**config.mk**
```make
export PLATFORM = sky130hd
export DESIGN_NAME = rotate_amt_sequencer
export DESIGN_NICKNAME = d
export VERILOG_FILES = /design/src/rtl/rotate_pkg.sv /design/src/rtl/button_debounce.sv /design/src/rtl/rotate_amt_sequencer.sv
export SDC_FILE = /design/constraint.sdc
export NUM_CORES = 1
export LEC_CHECK = 0
export ABC_CLOCK_PERIOD_IN_PS = 2050
export CAP_MARGIN = 20
export CORE_ASPECT_RATIO = 0.7
export CORE_MARGIN = 10
export CORE_UTILIZATION = 50
export DETAILED_ROUTE_END_ITERATION = 10
export HOLD_SLACK_MARGIN = 0.08
export PLACE_DENSITY = 0.72
export SKIP_LAST_GASP = 1
export SYNTH_ARGS = -nofsm -noshare
export SYNTH_HDL_FRONTEND = slang
export SYNTH_SLANG_ARGS = --single-unit
```
**constraint.sdc**
```tcl
create_clock -name clk -period 2.05 [get_ports clk]
set_clock_uncertainty 0.05 [all_clocks]
set_input_delay 0.41 -clock clk [delete_from_list [all_inputs] [get_ports clk]]
set_output_delay 0.41 -clock clk [all_outputs]
set_load 0.02 [all_outputs]
```
**src/rtl/rotate_pkg.sv**
```systemverilog
// Shared types and width helpers for the rotate-amount sequencer and its button debouncers.
package rotate_pkg;

    typedef enum logic [1:0] {
        IDLE  = 2'd0,
        PAUSE = 2'd1,
        RUN   = 2'd2
    } seq_state_t;

    localparam int unsigned N_DEF         = 3;
    localparam int unsigned TICK_DIV_DEF  = 50_000_000;
    localparam int unsigned DB_CYCLES_DEF = 1_000_000;

    // Bits needed to hold 0..count-1, never less than one.
    function automatic int unsigned cnt_width(input int unsigned count);
        return (count <= 2) ? 1 : $clog2(count);
    endfunction

endpackage

```
**src/rtl/button_debounce.sv**
```systemverilog
// Two-flop synchroniser plus stable-level filter for one raw push button; emits a single-cycle press strobe.
module button_debounce
    import rotate_pkg::*;
#(
    parameter int unsigned DB_CYCLES = DB_CYCLES_DEF
) (
    input  logic clk,
    input  logic reset,
    input  logic btn_raw,
    output logic level,
    output logic press_pulse
);

    localparam int unsigned CW = cnt_width(DB_CYCLES);
    localparam logic [CW-1:0] RELOAD = CW'(DB_CYCLES - 1);

    logic          sync0_q;
    logic          sync1_q;
    logic          level_q;
    logic          pulse_q;
    logic [CW-1:0] cnt_q;

    // Down-counter is reloaded on every matching cycle, so any gap restarts the window.
    always_ff @(posedge clk) begin
        if (reset) begin
            sync0_q <= 1'b0;
            sync1_q <= 1'b0;
            level_q <= 1'b0;
            pulse_q <= 1'b0;
            cnt_q   <= '0;
        end else begin
            sync0_q <= btn_raw;
            sync1_q <= sync0_q;
            pulse_q <= 1'b0;
            if (sync1_q == level_q) begin
                cnt_q <= RELOAD;
            end else if (cnt_q == '0) begin
                level_q <= sync1_q;
                pulse_q <= sync1_q;
                cnt_q   <= RELOAD;
            end else begin
                cnt_q <= cnt_q - 1'b1;
            end
        end
    end

    assign level       = level_q;
    assign press_pulse = pulse_q;

endmodule

```
**src/rtl/rotate_amt_sequencer.sv**
```systemverilog
// Loads the rotator operand from switches and animates the rotate amount at a programmable tick rate.
//   state | meaning
//   IDLE  | nothing loaded yet; RUN presses ignored
//   PAUSE | operand loaded, amt frozen, prescaler held
//   RUN   | prescaler counting, amt steps on each terminal count
module rotate_amt_sequencer
    import rotate_pkg::*;
#(
    parameter int unsigned N         = N_DEF,
    parameter int unsigned TICK_DIV  = TICK_DIV_DEF,
    parameter int unsigned DB_CYCLES = DB_CYCLES_DEF
) (
    input  logic              clk,
    input  logic              reset,
    input  logic [2**N-1:0]   sw_data,
    input  logic              btn_load,
    input  logic              btn_run,
    input  logic              dir,
    output logic [2**N-1:0]   a,
    output logic [N-1:0]      amt,
    output logic              running,
    output logic              step_pulse
);

    localparam int unsigned PW = cnt_width(TICK_DIV);
    localparam logic [PW-1:0] PRESC_LAST = PW'(TICK_DIV - 1);

    logic load_p;
    logic run_p;
    logic load_level_unused;
    logic run_level_unused;

    button_debounce #(.DB_CYCLES(DB_CYCLES)) u_db_load (
        .clk         (clk),
        .reset       (reset),
        .btn_raw     (btn_load),
        .level       (load_level_unused),
        .press_pulse (load_p)
    );

    button_debounce #(.DB_CYCLES(DB_CYCLES)) u_db_run (
        .clk         (clk),
        .reset       (reset),
        .btn_raw     (btn_run),
        .level       (run_level_unused),
        .press_pulse (run_p)
    );

    seq_state_t        state_q;
    logic [PW-1:0]     presc_q;
    logic [2**N-1:0]   a_q;
    logic [N-1:0]      amt_q;
    logic [N-1:0]      amt_step_d;
    logic              running_q;
    logic              step_q;

    assign amt_step_d = dir ? (amt_q - 1'b1) : (amt_q + 1'b1);

    // Load is checked before run everywhere, so a coincident run press is dropped.
    always_ff @(posedge clk) begin
        if (reset) begin
            state_q   <= IDLE;
            presc_q   <= '0;
            a_q       <= '0;
            amt_q     <= '0;
            running_q <= 1'b0;
            step_q    <= 1'b0;
        end else begin
            step_q <= 1'b0;
            case (state_q)
                IDLE: begin
                    if (load_p) begin
                        a_q     <= sw_data;
                        amt_q   <= '0;
                        presc_q <= '0;
                        state_q <= PAUSE;
                    end
                end
                PAUSE: begin
                    if (load_p) begin
                        a_q     <= sw_data;
                        amt_q   <= '0;
                        presc_q <= '0;
                    end else if (run_p) begin
                        state_q   <= RUN;
                        running_q <= 1'b1;
                    end
                end
                RUN: begin
                    if (load_p) begin
                        a_q       <= sw_data;
                        amt_q     <= '0;
                        presc_q   <= '0;
                        state_q   <= PAUSE;
                        running_q <= 1'b0;
                    end else if (run_p) begin
                        state_q   <= PAUSE;
                        running_q <= 1'b0;
                    end else if (presc_q == PRESC_LAST) begin
                        presc_q <= '0;
                        amt_q   <= amt_step_d;
                        step_q  <= 1'b1;
                    end else begin
                        presc_q <= presc_q + 1'b1;
                    end
                end
                default: begin
                    state_q   <= IDLE;
                    running_q <= 1'b0;
                end
            endcase
        end
    end

    assign a          = a_q;
    assign amt        = amt_q;
    assign running    = running_q;
    assign step_pulse = step_q;

endmodule

```
==> results.txt, run 1 <==
- Sequential cells burn 47.4% of the power.
- Leaving out filler cells and counting taps, the final layout contains 608.
- Pin placement for this block handled 26 I/O pins.
- Along the worst path, the maximum fanout reaches 6.
* Clk pwr share: 47.2%
* Unique masters post-synth: 52
- After global routing the overflow that remains totals 0.
- Synthesized net count: 469
- Standby leakage power: 0.00173 uW
* Met2 usage in global routing: 21.9%
- Summing all multi-input logic gate instances after layout gives 2140 um2.
- Dividing the synthesized area by the synthesized cell count gives 8.80 um2.
* Wire length of the first global-routing pass: 14.6 mm
- Synth Warn #: 0
- In this run the horizontal extent of the chip is 127 um.
- Setup violations remaining at the end of the flow were counted as 0.
- The worst hold path terminates at u_db_load.sync1_q.
- Synthesized flop and latch total: 89
- The largest single stage delay on the critical path is 570 ps.
- Port buffer count: 25
- In the global route stage, overall resource usage came out at 14.4%.
- In the routed design, unresolved DRC markers number 0.
- Once the floorplan was initialized, standard cells occupied 50.9% of the core.
* Max-Slew Margin vs Limit: 60.3%
- Cell Rows: 27
- Drt wl/cell: 14.0 um
- Ratio of cells with drive above 1 in the final layout: 16.4%
- Cell area after synthesis: 3970 um2
- Power density over the cells: 772 nW/um2
- R2R Path Start: u_db_run.cnt_q[7]
* Initial DRC count: 155
- Across the run, the number of max-cap violations was 0.
- Clock-pin slew on the worst setup and hold paths: 60 ps
- Global routing used 19.3% of the available met1 tracks.
- Vias per std cell: 5.35
- Setup TNS after final layout: 0 ps
* Total chip power: 3790 uW
* Cell depth of the worst flop-to-flop path: 5
* Setup repair after global routing missed its margin: true
* Max frequency: 0.495 GHz
* Met3 usage: 4.64%
* Required time of the worst setup path: 2220 ps
* Number of CTS-inserted buffers: 9
- Kind of path behind the tightest hold check: flip-flop to flip-flop
* Number of antenna violations at the first check in global routing: 0
- Number of enable-type register cells in the synthesized netlist: 0
- The repair_antennas step left the layout with diodes totalling 0.
* Final hold viol count: 0
- The critical path goes through or4_4, or4_4, nor4_4, xnor2_1, a21oi_2.
* Switching fraction of total power: 20.8%
- DIE HEIGHT: 94.6 um
- In this run the power spent charging and discharging nets is 789 uW.
* Cts hold-fix bufs: 0
- Clock tree from TritonCTS: yes
* Combinational fraction of design power: 5.3%
- Counting I/O delays and the setup requirement, the final critical path takes 2020 ps.
- Startpoint-to-endpoint class of the critical path: flip-flop to flip-flop
- Post-Syn Instances: 451
- The first detailed-routing pass ran for 4 iterations.
* Slowest cell on the critical path: sky130_fd_sc_hd__or4_4
* Worst hold path depth: 1
- Outcome: finished, final reports clean
- STA classifies the critical path endpoint as a flip-flop.
- Power Internal: 3000 uW
- Transition at the pin with the smallest max-transition slack: 594 ps
- The worst setup path is launched from a flip-flop.
* Vias in the first global route: 3,161
- Die area: 12,000 um2
* Most common cell after layout, fill and taps aside: sky130_fd_sc_hd__dfxtp_1
* Core region area: 7800 um2
* Clock tree root driver cell: sky130_fd_sc_hd__clkbuf_16
- The most used flip-flop cell after synthesis is sky130_fd_sc_hd__dfxtp_1.
- Fraction of the yosys area taken by sequential cells: 44.9%
- The final layout contains routed wiring with a total length of 8.52 mm.
- Gpl congestion: 0.851
- Terminus of the critical flop-to-flop path: u_db_run.cnt_q[17]
* Maximum count of clock buffers along a single path: 2
* Placed instance count: 591
- met2 is the most crowded layer.
- The final max-slew violation count is 0.
- Detailed placement HPWL: 6.04 mm
* Worst ir drop on vdd: 0.582 mV
- Clk_lat worst skew: 330 ps
- Data arrival time of the critical path: 2190 ps
* Sequential standard cell area: 1790 um2
- Share of the clock period used by the worst path after layout: 98.6%
- The clock tree synthesis step divided the H-tree into 3 levels.
* Number of fillers in the final layout: 639
- Relative to the synthesized area, the layout overhead comes to 23.8%.
- Hold Path Origin: u_db_load.sync0_q
- Worst reg2reg setup slack: 30 ps
- By instance count, the cell type seen most on the critical path is sky130_fd_sc_hd__or4_4.
* Placed inst area: 4490 um2
- In the final design database the tool counted 520 nets.
- Post-detailed-route count of antenna-violating nets: 0
* Async set-or-reset flop fraction in the synthesized netlist: 0%
* Non-Filler Cell Area, Final: 4910 um2
- In the layout the commonest cells are sky130_fd_sc_hd__dfxtp_1, sky130_fd_sc_hd__nor2_1, sky130_fd_sc_hd__nand2_1.
- The final route contains 3,254 vias.
- Pin count of the biggest net entering global routing: 25
- Counting every sink on the clock net gives 89.
==> layer usage <==
metal | part of all wire (%) | routed length [um]
met1 | 50 | 4230
met3 | 4.9 | 421
met4 | 0.85 | 72
met5 | 0 | 0
met2 | 45 | 3790
==> power by group through the flow <==
stage / clock network [uW] / registers [uW] / logic, uW
after global routing: 1880 / 1800 / 226
final: 1790 / 1800 / 202
after global placement: 0 / 1830 / 187
after CTS: 1820 / 1800 / 194
after detailed placement: 0 / 1830 / 192
after floorplan: 0 / 1830 / 126
==> per-stage QoR <==
step           utilization (%)  setup slack [ps]  hold slack [ps]
2_1_floorplan                -             -18.4              364
3_3_place_gp              57.6              -103              370
3_5_place_dp              57.6              -130              378
4_1_cts                   61.9              6.36              393
5_1_grt                   63.0             -60.0              424
6_report                  63.0              28.9              388
==> Yosys cell counts (all sizes together), types with 3 or more instances <==
master / number / share of area, %
nor2b: 7 / 1.1
ha: 4 / 1.3
nor4b: 3 / 0.66
a31oi: 6 / 0.95
nand3: 12 / 1.5
clkbuf: 12 / 1.6
xnor2: 36 / 7.9
nor2: 63 / 6.0
or2: 3 / 0.47
a21oi: 40 / 5.1
nand2: 42 / 4.0
and4: 5 / 1.1
inv: 6 / 0.57
nand4: 7 / 1.1
dfxtp: 89 / 45
and3: 5 / 0.79
nor4: 7 / 1.5
buf: 6 / 1.1
nand2b: 5 / 0.79
xor2: 18 / 4.0
o21ai: 9 / 1.1
and2: 8 / 1.3
nor3: 20 / 2.8
or4: 8 / 1.9
or3: 10 / 1.7
==> worst max path at each step <==
stage / from / end / slack, ps / cells past startpoint
5_1_grt: u_db_run.cnt_q[0] / u_db_run.cnt_q[12] / -60 / 7
3_5_place_dp: dir / amt[2] / -130 / 5
3_3_place_gp: dir / amt[2] / -100 / 5
6_report: u_db_run.cnt_q[7] / u_db_run.cnt_q[17] / 30 / 5
4_1_cts: u_db_run.cnt_q[0] / u_db_run.cnt_q[12] / 6 / 7
2_1_floorplan: u_db_run.cnt_q[0] / u_db_run.cnt_q[12] / -20 / 7
==> cells by family (layout without fill, tap and decap cells) <==
group,after synthesis,count (layout),synth area share [%]
AOI/OAI and AO/OA,63,63,8.98
xor gates and xnor gates,54,54,11.9
adders and majority gates,5,5,1.76
buffers and inverters,24,80,3.34
DFF,89,89,44.9
muxes,2,2,0.504
and+or+nand+nor,214,214,28.6
==> flip-flops by register name, indices dropped and copies added (netlist names), 2 cells and up <==
signal,count
amt,3
u_db_run.cnt_q,20
a,8
presc_q,26
state_q,2
u_db_load.cnt_q,20
==> area by class of cell <==
cell class	instances	area share [%]
clock buffers	12	5.22
repair buffers	58	10.4
multi-input cells	338	43.5
clock inverters	4	1.53
well taps	101	2.57
flip-flops and latches	89	36.4
inverters	6	0.458
==> repair_timing <==
| action | 4_1_cts | 5_1_grt |
|---|---|---|
| setup buffers | 0 | 1 |
| setup endpoints to repair | 9 | 12 |
| gates resized for setup | 2 | 19 |
| pin swaps | 0 | 7 |
==> worst max-delay path: cells and delay by family, from the launching register on <==
family	cells	cell delay, ps
DFF	1	330
and+or+nand+nor	3	1280
AOI/OAI and AO/OA	1	70
xor gates and xnor gates	1	170
No activity file was read; power rests on OpenSTA's default activity.
==> inputs of run 2 (changes only) <==
Settings changed: CORE_MARGIN 10 to 1.5, GPL_TIMING_DRIVEN set to 0.
==> results.txt, run 2 (synthesized netlist as in run 1, its figures left out) <==
* Number of levels the H-tree was split into: 3 (unchanged)
- The clock-pin slew on the worst setup and hold paths came to 60 ps (about the same).
- Worst ir drop on vdd: 0.665 mV (was 0.582 mV)
- Most frequent cells in the layout: sky130_fd_sc_hd__dfxtp_1, sky130_fd_sc_hd__nor2_1, sky130_fd_sc_hd__nand2_1 (unchanged).
* Post-layout minimum cycle time: 2040 ps (was 2020 ps)
- The final wirelength was 8.66 mm (was 8.52 mm).
* Share of the clock period used by the worst path after layout: 99.7% (was 98.6%)
- Count of non-filler cells in the finished layout: 599 (was 608)
* Detailed placement HPWL: 5.88 mm (was 6.04 mm)
- Standby leakage power: 0.00169 uW (was 0.00173 uW)
- Hold Path Origin: u_db_load.sync0_q (unchanged)
- Core region area: 7480 um2 (was 7800 um2)
- The total power density per cell area was 729 nW/um2 (was 772 nW/um2).
* Max cap viols: 0 (unchanged)
- Number of CTS-inserted buffers: 9 (unchanged)
- Ratio of cells with drive above 1 in the final layout: 16.8% (was 16.4%)
* Post-detailed-route count of antenna-violating nets: 0 (unchanged)
- The buffer depth of the longest clock path came to 2 (unchanged).
- The width of the die was 110 um (was 127 um).
* Number of max-slew violations in the final report: 0 (unchanged)
- The highest achievable clock rate was 0.489 GHz (was 0.495 GHz).
- The maximum number of pins on one net before global-route repair was 15 (was 25).
- The finished layout cell area is 4840 um2 (was 4910 um2).
- The slew at the pin with the worst max-slew slack is 716 ps (was 594 ps).
- The register with the most flip-flops is presc_q (unchanged).
* Global router's overall resource usage: 21.8% (was 14.4%)
* Cts hold-fix bufs: 0 (unchanged)
* Drt pass-1 iters: 4 (unchanged)
- Placed instance count: 573 (was 591)
* Wire length of the first global-routing pass: 14.3 mm (was 14.6 mm)
* Worst reg2reg setup slack: 6 ps (was 30 ps)
- Largest registers ranked by flip-flop count: presc_q x26, u_db_load.cnt_q x20, u_db_run.cnt_q x20 (unchanged)
* Fraction of the core area covered by cells at the end of the flow: 64.7% (was 63.0%)
- Kind of path behind the tightest hold check: flip-flop to flip-flop (unchanged)
- Final setup violation count: 0 (unchanged)
* Gpl congestion: 0.797 (was 0.851)
* IO Pins: 26 (unchanged)
- Worst slack on hold paths: 391 ps (was 388 ps)
- The TritonCTS sink count is 89 (unchanged).
* Cell Rows: 26 (was 27)
* Hold path endpoint: u_db_load.sync1_q (unchanged)
* Area growth from synthesis to final layout: 22.0% (was 23.8%)
- Vias per std cell: 5.45 (was 5.35)
- The vias after detailed routing came to 3,262 (was 3,254).
- The capturing element type of the critical path is a flip-flop (unchanged).
- The initial core utilization came to 53.1% (was 50.9%).
* Drt wl/cell: 14.5 um (was 14.0 um)
- The setup TNS came to 0 ps (unchanged).
- Terminus of the critical flop-to-flop path: u_db_run.cnt_q[12] (was u_db_run.cnt_q[17])
- Crit path max fanout: 2 (was 6)
- Most common cell after layout, fill and taps aside: sky130_fd_sc_hd__dfxtp_1 (unchanged)
* Final-stage net count: 515 (was 520)
- Max-Slew Margin vs Limit: 52.0% (was 60.3%)
- The overall die area is 8490 um2 (was 12,000 um2).
- R2R Path Start: u_db_run.cnt_q[0] (was u_db_run.cnt_q[7])
- Clock tree from TritonCTS: yes (unchanged)
* Startpoint-to-endpoint class of the critical path: flip-flop to flip-flop (unchanged)
* Cell depth of the worst flop-to-flop path: 7 (was 5)
- Required time of the worst setup path: 2230 ps (was 2220 ps)
- DIE HEIGHT: 77.6 um (was 94.6 um)
- Port buffer count: 24 (was 25)
* Number of antenna violations at the first check in global routing: 0 (unchanged)
* Number of fillers in the final layout: 611 (was 639)
- Diodes inserted: 0 (unchanged)
- Clock tree root driver cell: sky130_fd_sc_hd__clkbuf_16 (unchanged)
* Setup repair after global routing missed its margin: true (unchanged)
- DRC violation count after routing: 0 (unchanged)
- Clk_lat worst skew: 340 ps (was 330 ps)
* Placed inst area: 4340 um2 (was 4490 um2)
- The total congestion overflow came to 0 (unchanged).
- Outcome: finished, final reports clean (unchanged)
* Data arrival time of the critical path: 2220 ps (was 2190 ps)
- Final hold viol count: 0 (unchanged)
- The DRC violation total after the first TritonRoute iteration was 174 (was 155).
* CP Launch Type: flip-flop (unchanged)
- The number of instances on the worst hold path came to 1 (unchanged).
- The number of flip-flops under the largest register name is 26 (unchanged).
- The via count of the first global-routing pass is 2,999 (was 3,161).
==> run 2: cell count changes in the layout (fill, tap and decap cells not counted), sizes merged <==
| cell | before | now |
|---|---|---|
| clkbuf | 12 | 20 |
| clkinv | 0 | 3 |
| bufinv | 2 | 0 |
| buf | 34 | 20 |
| clkinvlp | 2 | 1 |
==> run 2: layout make-up <==
cell class / instances / area, um2 / share of cell area, %
plain buffers: 14 / 101 / 2.09
clock buffers: 11 / 243 / 5.01
clock inverters: 4 / 30.0 / 0.620
inverters: 6 / 25.0 / 0.517
multi-input cells: 338 / 2170 / 44.9
flip-flops and latches: 89 / 1800 / 37.1
well taps: 98 / 123 / 2.53
repair buffers: 39 / 353 / 7.28
==> run 2: critical path, cell delays in order, from the launching register on <==
cell and delay [ps]:
sky130_fd_sc_hd__dfxtp_4 350, sky130_fd_sc_hd__inv_4 60, sky130_fd_sc_hd__ha_4 120, sky130_fd_sc_hd__or4b_4 470, sky130_fd_sc_hd__or2_4 250, sky130_fd_sc_hd__or4_4 420, sky130_fd_sc_hd__xor2_1 150, sky130_fd_sc_hd__nor2_1 60
==> run 2: report_power, final <==
group / switching, uW / leakage, uW / internal (uW) / total (uW)
clock: 667 / 0.000132 / 850 / 1520
sequential: 35.9 / 0.000729 / 1770 / 1800
combinational: 103 / 0.000833 / 108 / 211
==> run 2: repair_timing <==
action | 4_1_cts | 5_1_grt
gates resized for setup | 19 | 25
setup buffers | 8 | 7
endpoints found under the setup margin | 53 | 52
pin swaps | 7 | 13
hold endpoints to repair | 0 | 0
==> run 2: per-layer routing <==
layer	global-route usage, %	share of wire [%]	up-vias
li1	-	-	1639
met1	29.7	49	1546
met2	32.1	44	67
met3	7.31	5.8	10
met4	7.40	1.1	0
met5	0	0	-
==> run 2: how the worst max path moves through the flow <==
stage,from,end,slack [ps],depth (start not counted)
final,u_db_run.cnt_q[0],u_db_run.cnt_q[12],6,7
after global routing,u_db_run.cnt_q[0],u_db_run.cnt_q[12],-80,7
after CTS,u_db_run.cnt_q[0],u_db_run.cnt_q[12],-4,7
after detailed placement,presc_q[5],presc_q[3],-320,7
after global placement,presc_q[5],presc_q[5],-270,7
after floorplan,u_db_run.cnt_q[0],u_db_run.cnt_q[12],-20,7
==> run 2: per-stage QoR <==
step                      power [uW]  setup WS [ps]
final                           3530           6.18
after global routing            3660          -79.0
after CTS                       3540          -3.65
after detailed placement        2010           -321
after global placement          2010           -272
after floorplan                 1960          -18.4
==> inputs of run 3 (changes only) <==
Settings changed: CELL_PAD_IN_SITES_DETAIL_PLACEMENT set to 1, CELL_PAD_IN_SITES_GLOBAL_PLACEMENT set to 1, CORE_UTILIZATION 50 to 31, DONT_BUFFER_PORTS set to 1, PLACE_DENSITY 0.72 to not set, PLACE_DENSITY_LB_ADDON set to 0.1.
==> results.txt, run 3 (synthesized netlist as in run 1, its figures left out) <==
- Die area: 13,500 um2 (was 8490 um2)
- The final setup violation count was 0 (unchanged).
- The clock tree from TritonCTS is yes (unchanged).
- The post-route minimum period came to 2050 ps (was 2040 ps).
- The sort of element at the start of the critical path was a flip-flop (unchanged).
- Vias in the first global route: 3,193 (was 2,999)
* Area growth from synthesis to final layout: 20.8% (was 22.0%)
- Diodes inserted: 0 (unchanged)
* Hold path endpoint: a[2] (was u_db_load.sync1_q)
* IO Pins: 26 (unchanged)
* Maximum count of clock buffers along a single path: 2 (unchanged)
- Routed wire length: 9.97 mm (was 8.66 mm)
- The critical register-to-register path startpoint is u_db_load.cnt_q[11] (was u_db_run.cnt_q[0]).
- The vias after detailed routing is 3,189 (was 3,262).
- Setup TNS after final layout: 0 ps (unchanged)
- Largest registers ranked by flip-flop count: presc_q x26, u_db_load.cnt_q x20, u_db_run.cnt_q x20 (unchanged).
- The clock insertion delay at the later pin of the skew report came to 350 ps (was 340 ps).
- The DRC violation total after the first TritonRoute iteration was 77 (was 174).
- The minimum setup slack among reg-to-reg paths was 0.6 ps (was 6 ps).
* Worst ir drop on vdd: 0.423 mV (was 0.665 mV)
- The estimated wirelength of the detail-placed design was 7.12 mm (was 5.88 mm).
- The global routing's busiest layer is met1 (was met2).
* Gpl congestion: 0.745 (was 0.797)
- The first-pass GRT wire length came to 16.7 mm (was 14.3 mm).
- DIE HEIGHT: 97.7 um (was 77.6 um)
- The total congestion overflow was 0 (unchanged).
* Startpoint-to-endpoint class of the critical path: flip-flop to flip-flop (unchanged)
* Cts hold-fix bufs: 0 (unchanged)
- Max-Slew Margin vs Limit: 49.7% (was 52.0%)
- The highest fanout seen on the critical path was 8 (was 2).
- Standby leakage power: 0.00164 uW (was 0.00169 uW)
- The met1 routing resource usage after global routing was 22.5% (was 29.7%).
* Outcome: finished, final reports clean (unchanged)
- The number of levels in the clock H-tree was 3 (unchanged).
- Max frequency: 0.488 GHz (was 0.489 GHz)
* Number of max-slew violations in the final report: 0 (unchanged)
- The total power density per cell area was 795 nW/um2 (was 729 nW/um2).
- Total chip power: 3810 uW (was 3530 uW)
* Terminus of the critical flop-to-flop path: u_db_load.cnt_q[6] (was u_db_run.cnt_q[12])
- The final core utilization came to 38.5% (was 64.7%).
* Final hold viol count: 0 (unchanged)
- The fraction of final layout cells sized beyond drive strength 1 was 19.7% (was 16.8%).
- Clock-pin slew on the worst setup and hold paths: 70 ps (was 60 ps)
- The number of maximum-capacitance constraint violations is 0 (unchanged).
- The leading cell type in the layout, fill and taps excluded is sky130_fd_sc_hd__dfxtp_1 (unchanged).
- Setup repair after global routing missed its margin: true (unchanged).
- Number of CTS-inserted buffers: 9 (unchanged)
- Met2 usage in global routing: 22.2% (was 32.1%)
* Most frequent cells in the layout: sky130_fd_sc_hd__dfxtp_1, sky130_fd_sc_hd__nor2_1, sky130_fd_sc_hd__a21oi_1, sky130_fd_sc_hd__nand2_1, sky130_fd_sc_hd__xnor2_1 (was sky130_fd_sc_hd__dfxtp_1, sky130_fd_sc_hd__nor2_1, sky130_fd_sc_hd__nand2_1)
- The number of flip-flops under the largest register name is 26 (unchanged).
- The net total in the final layout is 491 (was 515).
* Met3 usage: 4.14% (was 7.31%)
* Cell depth of the worst flop-to-flop path: 6 (was 7)
- Type of element capturing the critical path: flip-flop (unchanged)
* Worst hold path depth: 2 (was 1)
- Transition at the pin with the smallest max-transition slack: 749 ps (was 716 ps)
- The maximum number of pins on one net before global-route repair was 16 (was 15).
- Initial cell density of the core: 31.9% (was 53.1%)
- Share of the clock period used by the worst path after layout: 100% (was 99.7%)
* Vias per std cell: 4.98 (was 5.45)
* Cell Rows: 34 (was 26)
- Number of antenna violations at the first check in global routing: 0 (unchanged)
- The width of the die was 138 um (was 110 um).
- The number of buffer cells added on primary ports came to 0 (was 24).
- The combined global-route utilization of all metal layers came to 15.5% (was 21.8%).
- The root buffer selected by CTS was sky130_fd_sc_hd__clkbuf_16 (unchanged).
- Drt wl/cell: 15.6 um (was 14.5 um)
- Post-detailed-route count of antenna-violating nets: 0 (unchanged)
- The number of design rule violations left after detail routing came to 0 (unchanged).
* Required time of the worst setup path: 2240 ps (was 2230 ps)
* Drt pass-1 iters: 4 (unchanged)
- Clock Sink Count: 89 (unchanged)
- The class of the most critical hold timing path is input port to flip-flop (was flip-flop to flip-flop).
* Core region area: 12,500 um2 (was 7480 um2)
* Data arrival time of the critical path: 2240 ps (was 2220 ps)
- Register bank with the most flops: presc_q (unchanged)
- Hold Path Origin: sw_data[2] (was u_db_load.sync0_q)
run 3: worst max path at each step:
| stage | from | end | slack [ps] | cells after the start |
|---|---|---|---|---|
| 2_1_floorplan | u_db_run.cnt_q[0] | u_db_run.cnt_q[12] | -20 | 7 |
| 3_3_place_gp | presc_q[5] | presc_q[5] | -420 | 7 |
| 3_5_place_dp | presc_q[5] | presc_q[4] | -480 | 7 |
| 4_1_cts | u_db_run.cnt_q[1] | u_db_run.cnt_q[12] | -50 | 7 |
| 5_1_grt | u_db_load.cnt_q[0] | u_db_load.cnt_q[15] | -90 | 9 |
| 6_report | u_db_load.cnt_q[11] | u_db_load.cnt_q[6] | 0.6 | 6 |
run 3: timing repair:
item | 4_1_cts | 5_1_grt
pin swaps | 8 | 16
setup buffers | 8 | 7
endpoints found under the setup margin | 56 | 62
gates resized for setup | 27 | 33
gates cloned | 0 | 0
run 3: layer usage:
layer,part of all wire [%],wire length [um],vias up
met5,0,0,-
met4,1.3,127,0
met3,3.6,363,12
met2,41,4040,41
met1,54,5430,1537
li1,-,-,1599
run 3: final cells by class:
class                   count  area [um2]
plain buffers              14         111
clock buffers              10         239
clock inverters             6        90.1
fillers                  1445        7670
inverters                   6        22.5
multi-input cells         338        2210
flip-flops and latches     89        1800
well taps                 162         203
repair buffers             15         116
run 3: report_power, final:
part | switching [uW] | internal (uW)
registers | 35.5 | 1760
clock network | 723 | 1110
logic | 102 | 81.6
total | 861 | 2950
run 3: critical path, stage by stage (launching register included):
cell,delay [ps]
sky130_fd_sc_hd__dfxtp_4,350
sky130_fd_sc_hd__or3_4,400
sky130_fd_sc_hd__or4_4,520
sky130_fd_sc_hd__o31a_1,300
sky130_fd_sc_hd__nand2b_1,110
sky130_fd_sc_hd__buf_6,170
sky130_fd_sc_hd__nor2_1,60
run 3: per-stage QoR:
stage                     instance area, um2  setup slack (ps)  instances  hold WS, ps
after floorplan                         3980             -18.4        451          364
after global placement                  4180              -417        613          383
after detailed placement                4180              -482        613          380
after CTS                               4620             -50.0        633          132
after global routing                    4790             -85.6        640          128
final                                   4790             0.636        640          144
